<file path="config.mk">
export PLATFORM = sky130hd
export DESIGN_NAME = pipeline_stall_unit
export DESIGN_NICKNAME = d
export VERILOG_FILES = /design/src/rtl/pipeline_stall_unit_pkg.sv /design/src/rtl/pipeline_stall_unit_tracker.sv /design/src/rtl/pipeline_stall_unit.sv
export SDC_FILE = /design/constraint.sdc
export NUM_CORES = 1
export LEC_CHECK = 0
export CORE_UTILIZATION = 44
export CTS_BUF_LIST = sky130_fd_sc_hd__clkbuf_8
export CTS_CLUSTER_SIZE = 14
export DETAILED_ROUTE_END_ITERATION = 10
export PLACE_DENSITY_LB_ADDON = 0.2
export SYNTH_ARGS = -nofsm -noshare
export SYNTH_HDL_FRONTEND = slang
export SYNTH_SLANG_ARGS = --single-unit
</file>
<file path="constraint.sdc">
create_clock -name clk -period 2.1 [get_ports clk]
set_input_delay 0.21 -clock clk [delete_from_list [all_inputs] [get_ports clk]]
set_output_delay 0.21 -clock clk [all_outputs]
set_load 0.03 [all_outputs]
</file>
<file path="src/rtl/pipeline_stall_unit_pkg.sv">
// Shared types and constants for the pipeline hazard / stall logic.
//   muldiv_state_t : HI/LO unit busy-tracker states
//   MULDIV_CNT_W   : width of the mul/div busy countdown
//   reg_match()    : register-dependency compare used by the hazard unit
package PipelineHazardCtrl;

    localparam int unsigned REG_ADDR_W   = 5;
    localparam int unsigned MULDIV_CNT_W = 6;
    localparam int unsigned STALL_CNT_W  = 32;

    typedef enum logic {
        IDLE = 1'b0,
        BUSY = 1'b1
    } muldiv_state_t;

    // True when source r is produced by a writer with destination dst that is
    // enabled; r0 is hard-wired zero and never creates a dependency.
    function automatic logic reg_match(
        input logic [REG_ADDR_W-1:0] r,
        input logic [REG_ADDR_W-1:0] dst,
        input logic                  en
    );
        return (r != '0) && (r == dst) && en;
    endfunction

endpackage

</file>
<file path="src/rtl/pipeline_stall_unit_tracker.sv">
// muldiv_busy_tracker: tracks how long the multi-cycle HI/LO unit stays busy
// after an issue in execute.
//   clk, rst_n         : clock, asynchronous active-low reset
//   muldiv_start_exe   : mul/div issuing this cycle (ignored while busy)
//   muldiv_is_div_exe  : issuing op is a divide
//   muldiv_busy        : unit busy; high for exactly N cycles after the issue edge
module muldiv_busy_tracker
    import PipelineHazardCtrl::*;
#(
    parameter int unsigned MUL_CYCLES = 4,
    parameter int unsigned DIV_CYCLES = 32
) (
    input  logic clk,
    input  logic rst_n,
    input  logic muldiv_start_exe,
    input  logic muldiv_is_div_exe,
    output logic muldiv_busy
);

    localparam logic [MULDIV_CNT_W-1:0] MUL_LOAD = MULDIV_CNT_W'(MUL_CYCLES - 1);
    localparam logic [MULDIV_CNT_W-1:0] DIV_LOAD = MULDIV_CNT_W'(DIV_CYCLES - 1);

    muldiv_state_t           state_q, state_d;
    logic [MULDIV_CNT_W-1:0] cnt_q, cnt_d;

    // State and countdown registers.
    always_ff @(posedge clk or negedge rst_n) begin
        if (!rst_n) begin
            state_q <= IDLE;
            cnt_q   <= '0;
        end else begin
            state_q <= state_d;
            cnt_q   <= cnt_d;
        end
    end

    // Next-state: load N-1 on issue so BUSY lasts N cycles including count 0.
    always_comb begin
        state_d = state_q;
        cnt_d   = cnt_q;
        unique case (state_q)
            IDLE: begin
                if (muldiv_start_exe) begin
                    state_d = BUSY;
                    cnt_d   = muldiv_is_div_exe ? DIV_LOAD : MUL_LOAD;
                end
            end
            BUSY: begin
                if (cnt_q == '0) begin
                    state_d = IDLE;
                end else begin
                    cnt_d = cnt_q - MULDIV_CNT_W'(1);
                end
            end
            default: begin
                state_d = IDLE;
                cnt_d   = '0;
            end
        endcase
    end

    assign muldiv_busy = (state_q == BUSY);

endmodule

</file>
<file path="src/rtl/pipeline_stall_unit.sv">
// pipeline_stall_unit: decode-stage hazard detection for a 5-stage pipeline.
// Raises a combined stall/flush for load-use, branch-in-decode and HI/LO
// dependencies, and tracks the multi-cycle mul/div unit.
//   clk, rst_n                        : clock, asynchronous active-low reset
//   rs_dec, rt_dec, rs/rt_used_dec    : decode sources and their use flags
//   branch_dec, hilo_read_dec,
//   muldiv_dec                        : decode instruction class
//   wreg_dst_exe, reg_we_exe,
//   mem_to_reg_exe                    : execute-stage writer
//   wreg_dst_dm, mem_to_reg_dm        : memory-stage load
//   muldiv_start_exe, muldiv_is_div_exe : mul/div issue in execute
//   stall_fetch, stall_dec, flush_exe : combinational stall / bubble
//   muldiv_busy                       : HI/LO unit busy
//   stall_count                       : stalled-cycle counter (only with STALL_COUNTER_EN)
// Optional feature macro: STALL_COUNTER_EN
module pipeline_stall_unit
    import PipelineHazardCtrl::*;
#(
    parameter int unsigned MUL_CYCLES = 4,
    parameter int unsigned DIV_CYCLES = 32
) (
    input  logic                  clk,
    input  logic                  rst_n,
    input  logic [REG_ADDR_W-1:0] rs_dec,
    input  logic [REG_ADDR_W-1:0] rt_dec,
    input  logic                  rs_used_dec,
    input  logic                  rt_used_dec,
    input  logic                  branch_dec,
    input  logic                  hilo_read_dec,
    input  logic                  muldiv_dec,
    input  logic [REG_ADDR_W-1:0] wreg_dst_exe,
    input  logic                  reg_we_exe,
    input  logic                  mem_to_reg_exe,
    input  logic [REG_ADDR_W-1:0] wreg_dst_dm,
    input  logic                  mem_to_reg_dm,
    input  logic                  muldiv_start_exe,
    input  logic                  muldiv_is_div_exe,
    output logic                  stall_fetch,
    output logic                  stall_dec,
    output logic                  flush_exe,
    output logic                  muldiv_busy
`ifdef STALL_COUNTER_EN
    ,
    output logic [STALL_CNT_W-1:0] stall_count
`endif
);

    logic rs_exe, rt_exe, rs_dm, rt_dm;
    logic load_use, branch_haz, hilo_haz, stall_any;

    // Per-source dependency matches against execute and memory stages.
    assign rs_exe = rs_used_dec && reg_match(rs_dec, wreg_dst_exe, reg_we_exe);
    assign rt_exe = rt_used_dec && reg_match(rt_dec, wreg_dst_exe, reg_we_exe);
    assign rs_dm  = rs_used_dec && reg_match(rs_dec, wreg_dst_dm, mem_to_reg_dm);
    assign rt_dm  = rt_used_dec && reg_match(rt_dec, wreg_dst_dm, mem_to_reg_dm);

    assign load_use   = mem_to_reg_exe && (rs_exe || rt_exe);
    // Branches compare in decode, so any in-flight producer must drain first.
    assign branch_haz = branch_dec && (rs_exe || rt_exe || rs_dm || rt_dm);
    // HI/LO consumers and new mul/div wait on a busy or just-issuing unit.
    assign hilo_haz   = (hilo_read_dec || muldiv_dec) && (muldiv_busy || muldiv_start_exe);

    assign stall_any   = load_use || branch_haz || hilo_haz;
    assign stall_fetch = stall_any;
    assign stall_dec   = stall_any;
    assign flush_exe   = stall_any;

    muldiv_busy_tracker #(
        .MUL_CYCLES (MUL_CYCLES),
        .DIV_CYCLES (DIV_CYCLES)
    ) u_muldiv_busy_tracker (
        .clk               (clk),
        .rst_n             (rst_n),
        .muldiv_start_exe  (muldiv_start_exe),
        .muldiv_is_div_exe (muldiv_is_div_exe),
        .muldiv_busy       (muldiv_busy)
    );

`ifdef STALL_COUNTER_EN
    logic [STALL_CNT_W-1:0] stall_cnt_q;

    // Free-running count of stalled decode cycles; wraps naturally.
    always_ff @(posedge clk or negedge rst_n) begin
        if (!rst_n) begin
            stall_cnt_q <= '0;
        end else if (stall_dec) begin
            stall_cnt_q <= stall_cnt_q + STALL_CNT_W'(1);
        end
    end

    assign stall_count = stall_cnt_q;
`endif

endmodule

</file>
Word-level counts from Yosys, hierarchy flattened
Index checks and enable logic that the tools add are counted.

operators by class
  add/sub/neg operators = 1
  multipliers = 0
  divide/modulo/power cells = 0
  order comparisons = 0
  equality and inequality tests = 6
  shifts and indexed selects = 0
  mux-type cells = 7
  bitwise gates (word level) = 1
  reductions and logical operators = 26

operator list
  kind                   number
  $eq A5 B5 Y1           4
  $logic_and A1 B1 Y1    15
  $mux W6                2
  $pmux W6 S2            1
  $reduce_bool A5 Y1     2
  $logic_or A1 B1 Y1     7
  $logic_not A6 Y1       1
  $sub A6 B1 Y6 const B  1
  $mux W5                1
  $ne A2 B2 Y1 const B   2
  $mux W1                2
  $pmux W1 S2            1
  $reduce_and A2 Y1      1
  $not A1 Y1             1

word-level totals
  flip-flop bits (word level) = 7
  latch bits = 0
  RAM bits = 0
  ROM bits = 0
  bits of input ports = 32
  word-level logic and storage cells = 43
  memories = 0

Longest topological paths before layout
Gate-level depths: netlist of the first run.

  word-level depth = 10
  mapped depth = 6

Hierarchy
A second synthesis of the first run with hierarchy kept.

unflattened totals
  cells, all modules = 81
  area total of the unflattened synthesis = 733.2 µm²

modules (own cells, without submodules)
  module               instances  cells an instance  area an instance (µm²)  sequential area each (µm²)
  muldiv_busy_tracker  1          43                 439.2                   175.2
  pipeline_stall_unit  1          38                 294.0                   0.0

Worst setup path before layout of the first run
OpenSTA, ideal clock, no wires.

  path type = in2out
  start = in wreg_dst_exe[2]
  end = out stall_dec
  arrival time = 1.623 ns
  required time = 1.890 ns
  setup slack = 0.267 ns
  cell stages on the path = 5
  buffers on the path = 1
  path through = xor2_1 -> nor4_1 -> a22oi_1 -> o221ai_1 -> buf_4

on the way
  word-level cells in the longest chain between the ends = 10

RTL lines
  what                                           line                                                  source
  start: declaration                             pipeline_stall_unit.sv:31                             input logic [REG_ADDR_W-1:0] wreg_dst_exe,
  $eq A5 B5 Y1                                   pipeline_stall_unit_pkg.sv:23                         return (r != '0) && (r == dst) && en;
  $logic_and A1 B1 Y1 (2 in series)              pipeline_stall_unit_pkg.sv:23
  $logic_and A1 B1 Y1, on equally long branches  pipeline_stall_unit.sv:52, pipeline_stall_unit.sv:53
  $logic_or A1 B1 Y1 (*)                         pipeline_stall_unit.sv:57, pipeline_stall_unit.sv:59
  $logic_or A1 B1 Y1 (2 in series)               pipeline_stall_unit.sv:59                             assign branch_haz = branch_dec && (rs_exe || rt_exe || rs_dm || rt_dm);
  $logic_and A1 B1 Y1                            pipeline_stall_unit.sv:59
  $logic_or A1 B1 Y1 (*) (2 in series)           pipeline_stall_unit.sv:63                             assign stall_any = load_use || branch_haz || hilo_haz;
  end: declaration                               pipeline_stall_unit.sv:39                             output logic stall_dec,

Mark *: on every way between the ends. The rest lies on a longest branch, timed or not.

Worst setup path in the final report of the first run
  start = in rt_dec[2]
  end = out flush_exe

on the way
  word-level cells in the longest chain between the ends = 10

RTL lines
  what                                                       line                                                  source
  start: declaration                                         pipeline_stall_unit.sv:25                             input logic [REG_ADDR_W-1:0] rt_dec,
  $eq A5 B5 Y1 / $reduce_bool A5 Y1 (equally long branches)  pipeline_stall_unit_pkg.sv:23
  $logic_and A1 B1 Y1 (2 in series)                          pipeline_stall_unit_pkg.sv:23
  $logic_and A1 B1 Y1                                        pipeline_stall_unit.sv:53                             assign rt_exe = rt_used_dec && reg_match(rt_dec, wreg_dst_exe, reg_we_exe);
  $logic_or A1 B1 Y1                                         pipeline_stall_unit.sv:57, pipeline_stall_unit.sv:59
  $logic_or A1 B1 Y1 (2 in series)                           pipeline_stall_unit.sv:59
  $logic_and A1 B1 Y1                                        pipeline_stall_unit.sv:59
  $logic_or A1 B1 Y1 (*) (2 in series)                       pipeline_stall_unit.sv:63
  end: declaration                                           pipeline_stall_unit.sv:40                             output logic flush_exe,

Marks and branches as above.

==> out/metrics.cfg, run 1 <==
[run_status]
status = finished, final reports clean

[routing]
routedLengthMet1_um = 876
wl_per_cell_um = 14.8
via_per_inst = 5.44
first_pass_iters = 4
drt-initial-drc-count = 17
wl_met3_um = 134
drc = 0
wl_mm = 1.98
ant_nets = 0
highest_layer = met4
wl_met2_um = 945
vias = 729

[synth]
synth_edf_count = 0
syn-num-nets = 115
synth.most_common_cell = xor2_1
synth_top_area_cell = dfrtp_1
synth_seq_cells = 7
synth_top_area_share_pct = 25.0
avgSynthCellArea_um2 = 8.54
synthCells = 82
netlist_area_um2 = 701
ys_warn_count = 0
synth-main-ff-cell = dfrtp_1
synthTopCellsByArea = dfrtp_1 (25%), xor2_1 (25%), nor2_1 (4.3%)
synth_common_cells = xor2_1 (20), nor2_1 (8), dfrtp_1 (7), nand2_1 (6)
yosysSeqAreaShare_pct = 25.0
synth_cell_types = 30
async_flop_share_pct = 100

[cells_and_area]
antenna_cells = 0
area_growth_syn_to_layout_pct = 56.2
drive_gt1_share_pct = 10.2
fin_nets = 152

[hold_path]
min-delay-path-class = input pin to asynchronous set/reset pin

[setup_path]
timing.rr.end = u_muldiv_busy_tracker.cnt_q[5]
endpoint_kind = primary output
critical_path_required_ps = 1890
critPathMaxFanout = 3
crit_arrival_ps = 1820
setup.worst_path.start_class = input pin
r2r_cells = 6
r2r-start = u_muldiv_busy_tracker.cnt_q[1]
criticalPathCategory = input pin to primary output
r2r_slack_ps = 540

[pwr]
max-vdd-ir-drop_mv = 0.754
powerDensity_mw_per_mm2 = 848
leakage_nw = 0.445

[placement]
gp_congestion = 0.836
dp_worst_setup_slack_ps = -7.29
dp_hpwl_mm = 1.54
io_buffers = 35

[sta]
layout_setup_ws_ps = 71.6
setup_viol_count_final = 0
fin_crit_sh_pct = 96.6
finalMaxSlewViolations = 0
hold_viol = 0
clock_skew_ps = 1.05
max_freq_mhz = 493
fin_setup_tns_ps = 0
min_period_ps = 2030
slew_headroom_pct = 77.2
tightest_slew_ps = 341

[die]
start_util_pct = 47.1
coreArea_mm2 = 0.00149
die_y_um = 41.9
dieArea_mm2 = 0.00176
rows = 14
die_w_um = 41.9
io_pins = 36

[clock_network]
path_clk_slew_ps = 40
ctsLongestPathBuffers = 2
tritoncts = yes
h-tree-depth = 1
clk_latency_ps = 230
clock-root-buffer = clkbuf_8
post-cts-setup-buffers = 0
cts.sinks = 7
cts-buffers-inserted = 3

[grt]
antenna_found_initial = 0
grt_pass1_wl_mm = 3.25
first_global_vias = 706
grt_max_degree = 13
grt_usage_pct = 24.5
gr-total-overflow = 0

[job]
cap_violations = 0

## layout by cell type (no fill, tap or decap), types with 2 or more instances in the layout
cell	netlist	routed
clkdlybuf4s50_1	0	32
xor2_1	20	20
nor2_1	8	8
dfrtp_1	7	7
nand2_1	6	6
inv_1	3	4
nor4_1	4	4
o21ai_0	4	3
clkbuf_8	0	3
buf_4	2	3
or4_1	2	2
o21ai_1	1	2
a22oi_1	2	2
o22ai_1	2	2
nor3_2	2	2
a21oi_2	2	2
nor2b_1	2	2
## state kept, by name (all words and copies together), names as in the netlist
register,count
u_muldiv_busy_tracker.muldiv_busy,1
u_muldiv_busy_tracker.cnt_q,6
## kinds of logic (layout without fill, tap and decap cells)
kind of cell             after synthesis  after routing  synth area share, %
flip-flops                             7              7                 25.0
adder cells (fa/ha/maj)                1              1                 1.79
AO/OA/AOI/OAI                         17             17                 17.0
XOR/XNOR                              21             21                 26.3
multiplexers                           2              2                 3.75
AND/OR/NAND/NOR                       28             28                 21.8
buffers and inverters                  6             42                 4.46
## power by group
group          leakage (nW)  switching, W  internal [W]
logic                 0.338      0.000202      0.000247
clock network        0.0269     0.0000669      0.000127
registers            0.0794     0.0000841      0.000201
## area by class of cell
type                    count  area (um^2)
inverters                   3         11.3
repair buffers             35          343
clock buffers               3         41.3
well taps                  16         20.0
flip-flops and latches      7          175
clock inverters             1         3.75
fillers                   121          394
multi-input cells          69          500
## worst max-delay path, cell delays in order
cell             delay [ps]
clkdlybuf4s50_1         490
xor2_1                  180
nor4_1                  340
a22oi_1                 160
o221ai_2                230
buf_4                   200
## worst max-delay path by stage
stage | startpoint | end | slack (ps)
detailed placement | rs_dec[2] | flush_exe | -7
finish | rt_dec[2] | flush_exe | 70
global placement | rs_dec[2] | flush_exe | 30
CTS | rs_dec[1] | flush_exe | 60
global route | rt_dec[2] | flush_exe | -40
floorplan | wreg_dst_exe[2] | stall_dec | 270
## layer usage
metal / up-vias / GRT usage, %
met4: 0 / 9.68
li1: 362 / -
met2: 26 / 38.1
met5: - / 0
met3: 3 / 5.65
met1: 338 / 32.9
## repair_timing
action                                  4_1_cts  5_1_grt
hold buffers                                  0        0
endpoints found under the setup margin        3        3
gates resized for setup                       1        1
## metrics by stage
stage | utilization, % | hold WS [ps] | total power (W) | std cells | area (um^2)
after floorplan | - | -85.6 | 0.000580 | 82 | 701
after global placement | 70.1 | 495 | 0.000710 | 130 | 1040
after detailed placement | 70.1 | 498 | 0.000727 | 130 | 1040
after CTS | 73.1 | 256 | 0.000934 | 134 | 1090
after global routing | 73.5 | 276 | 0.000996 | 134 | 1090
final | 73.5 | 246 | 0.000929 | 134 | 1090
Note: power is estimated with default switching activity, not from simulation.
==> inputs of run 2 (changes only) <==
--- a/config.mk
+++ b/config.mk
@@ -5,7 +5,8 @@
 export SDC_FILE = /design/constraint.sdc
 export NUM_CORES = 1
 export LEC_CHECK = 0
-export CORE_UTILIZATION = 44
+export CORE_MARGIN = 2
+export CORE_UTILIZATION = 40
 export CTS_BUF_LIST = sky130_fd_sc_hd__clkbuf_8
 export CTS_CLUSTER_SIZE = 14
 export DETAILED_ROUTE_END_ITERATION = 10
==> constraint.sdc (replaced) <==
create_clock -name clk -period 2 [get_ports clk]
set_input_delay 0.2 -clock clk [delete_from_list [all_inputs] [get_ports clk]]
set_output_delay 0.2 -clock clk [all_outputs]
set_load 0.03 [all_outputs]
==> out/metrics.cfg, run 2 (synthesis results as in run 1) <==
[run_status]
status = finished, final reports clean

[clock_network]
path_clk_slew_ps = 40
h-tree-depth = 1
cts-buffers-inserted = 3
clk_latency_ps = 220
clock-root-buffer = clkbuf_8
ctsLongestPathBuffers = 2
cts.sinks = 7
post-cts-setup-buffers = 0
holdBufCountCts = 0
tritoncts = yes

[cells_and_area]
area_growth_syn_to_layout_pct = 67.3
drive_gt1_share_pct = 15.8
final_cell_mix = clkdlybuf4s50_1 (23), xor2_1 (20), dlymetal6s2s_1 (9)
largest_reg_flops = 6
instances_no_fill = 137
fin_nets = 154
top_register = u_muldiv_busy_tracker.cnt_q
nFillCells = 137
antenna_cells = 0
final_area_mm2 = 0.00117
layout_commonest_cell = clkdlybuf4s50_1

[grt]
gr-total-overflow = 0
grt_max_degree = 8
grt_pass1_wl_mm = 2.99
first_global_vias = 710
grt_usage_pct = 20.1
antenna_found_initial = 0

[pwr]
p_int_w = 0.000612
p_sw_w = 0.000365
p_total_w = 0.000977
max-vdd-ir-drop_mv = 0.688
seq_power_share_pct = 30.0
p_comb_share_pct = 50.9
leakage_nw = 0.543
powerDensity_mw_per_mm2 = 833
p_clk_share_pct = 19.1
swShare_pct = 37.3

[hold_path]
min-delay-path-class = input pin to asynchronous set/reset pin

[setup_path]
timing.rr.end = u_muldiv_busy_tracker.cnt_q[5]
r2r_slack_ps = 450
setup.worst_path.start_class = input pin
crit_arrival_ps = 1760
critical_path_required_ps = 1800
endpoint_kind = primary output
criticalPathCategory = input pin to primary output
r2r_cells = 6
critPathMaxFanout = 3
r2r-start = u_muldiv_busy_tracker.cnt_q[1]

[sta]
hold_viol = 0
slew_headroom_pct = 74.4
clock_skew_ps = 1.27
max_freq_mhz = 511
min_period_ps = 1960
fin_crit_sh_pct = 97.9
finalMaxSlewViolations = 0
setup_viol_count_final = 0
tightest_slew_ps = 380

[placement]
gp_congestion = 0.951
io_buffers = 35
dpl.cell_count = 133
dp_hpwl_mm = 1.54
dpl_cell_area_mm2 = 0.00106

[die]
dieArea_mm2 = 0.00210
coreArea_mm2 = 0.00169
rows = 15
start_util_pct = 41.5
die_y_um = 45.9
die_w_um = 45.9
io_pins = 36

[job]
cap_violations = 0

[routing]
ant_nets = 0
vias = 736
drc = 0
wl_per_cell_um = 15.7
via_per_inst = 5.37
first_pass_iters = 4
drt-initial-drc-count = 23
wl_mm = 2.15

[run 2: cell count changes in the layout (fill, tap and decap cells not counted)]
cell / previous run / this run
a22oi_1: 2 / 1
a22oi_2: 0 / 1
buf_4: 3 / 2
buf_6: 0 / 3
clkdlybuf4s50_1: 32 / 23
dlymetal6s2s_1: 0 / 9
nor4_1: 4 / 1
nor4_2: 0 / 3
o21ai_0: 3 / 2
o21ai_2: 0 / 1
[run 2: how the worst max path moves through the flow]
| stage | startpoint | end | slack (ps) | depth (start not counted) |
|---|---|---|---|---|
| 2_1_floorplan | wreg_dst_exe[2] | stall_dec | 190 | 5 |
| 3_3_place_gp | rs_dec[2] | stall_fetch | -110 | 5 |
| 3_5_place_dp | rs_dec[2] | flush_exe | -110 | 5 |
| 4_1_cts | rs_dec[2] | flush_exe | 7 | 5 |
| 5_1_grt | rs_dec[4] | flush_exe | -20 | 6 |
| 6_report | rs_dec[2] | flush_exe | 40 | 5 |
[run 2: final cells by class]
type / count / area, um^2 / area share (%)
clock buffers: 3 / 41.3 / 3.52
clock inverters: 1 / 3.75 / 0.320
flip-flops and latches: 7 / 175 / 14.9
repair buffers: 37 / 392 / 33.4
multi-input cells: 69 / 528 / 45.0
inverters: 3 / 11.3 / 0.961
well taps: 17 / 21.3 / 1.81
[run 2: metrics by stage]
| step | setup slack (ps) | hold slack (ps) | setup TNS, ps | utilization [%] |
|---|---|---|---|---|
| after floorplan | 187 | -95.6 | 0 | - |
| after global placement | -106 | 472 | -318 | 62.7 |
| after detailed placement | -108 | 476 | -323 | 62.7 |
| after CTS | 6.53 | 238 | 0 | 66.1 |
| after global routing | -18.1 | 261 | -52.1 | 69.4 |
| final | 41.8 | 235 | 0 | 69.4 |
[run 2: critical path, stage by stage]
cell and delay, ps:
clkdlybuf4s50_1 480, or4_1 560, o21ai_2 170, o221ai_2 170
buf_6 180
[run 2: metal layers]
layer	part of all wire, %	GRT usage [%]	vias up
met2	53	35.3	31
met3	5.2	4.76	2
met5	0	0	-
li1	-	-	364
met1	40	22.7	339
met4	1.3	9.14	0
[run 2: repair_timing]
action | in CTS | in global routing
resized for setup | 3 | 17
pin swaps | 0 | 4
endpoints found under the setup margin | 3 | 3
[run 2: power by group through the flow]
stage	Clock (W)	Sequential [W]	Combinational, W
2_1_floorplan	0	0.000283	0.000326
6_report	0.000187	0.000293	0.000497
5_1_grt	0.000207	0.000301	0.000537
3_3_place_gp	0	0.000287	0.000471
4_1_cts	0.000193	0.000291	0.000490
3_5_place_dp	0	0.000291	0.000473
==> inputs of run 3 (changes only) <==
--- a/config.mk
+++ b/config.mk
@@ -11,6 +11,7 @@
 export CTS_CLUSTER_SIZE = 14
 export DETAILED_ROUTE_END_ITERATION = 10
 export PLACE_DENSITY_LB_ADDON = 0.2
+export SLEW_MARGIN = 20
 export SYNTH_ARGS = -nofsm -noshare
 export SYNTH_HDL_FRONTEND = slang
 export SYNTH_SLANG_ARGS = --single-unit
==> results of run 3 <==
The final DEF is identical to that of run 2; final timing and power are the same.
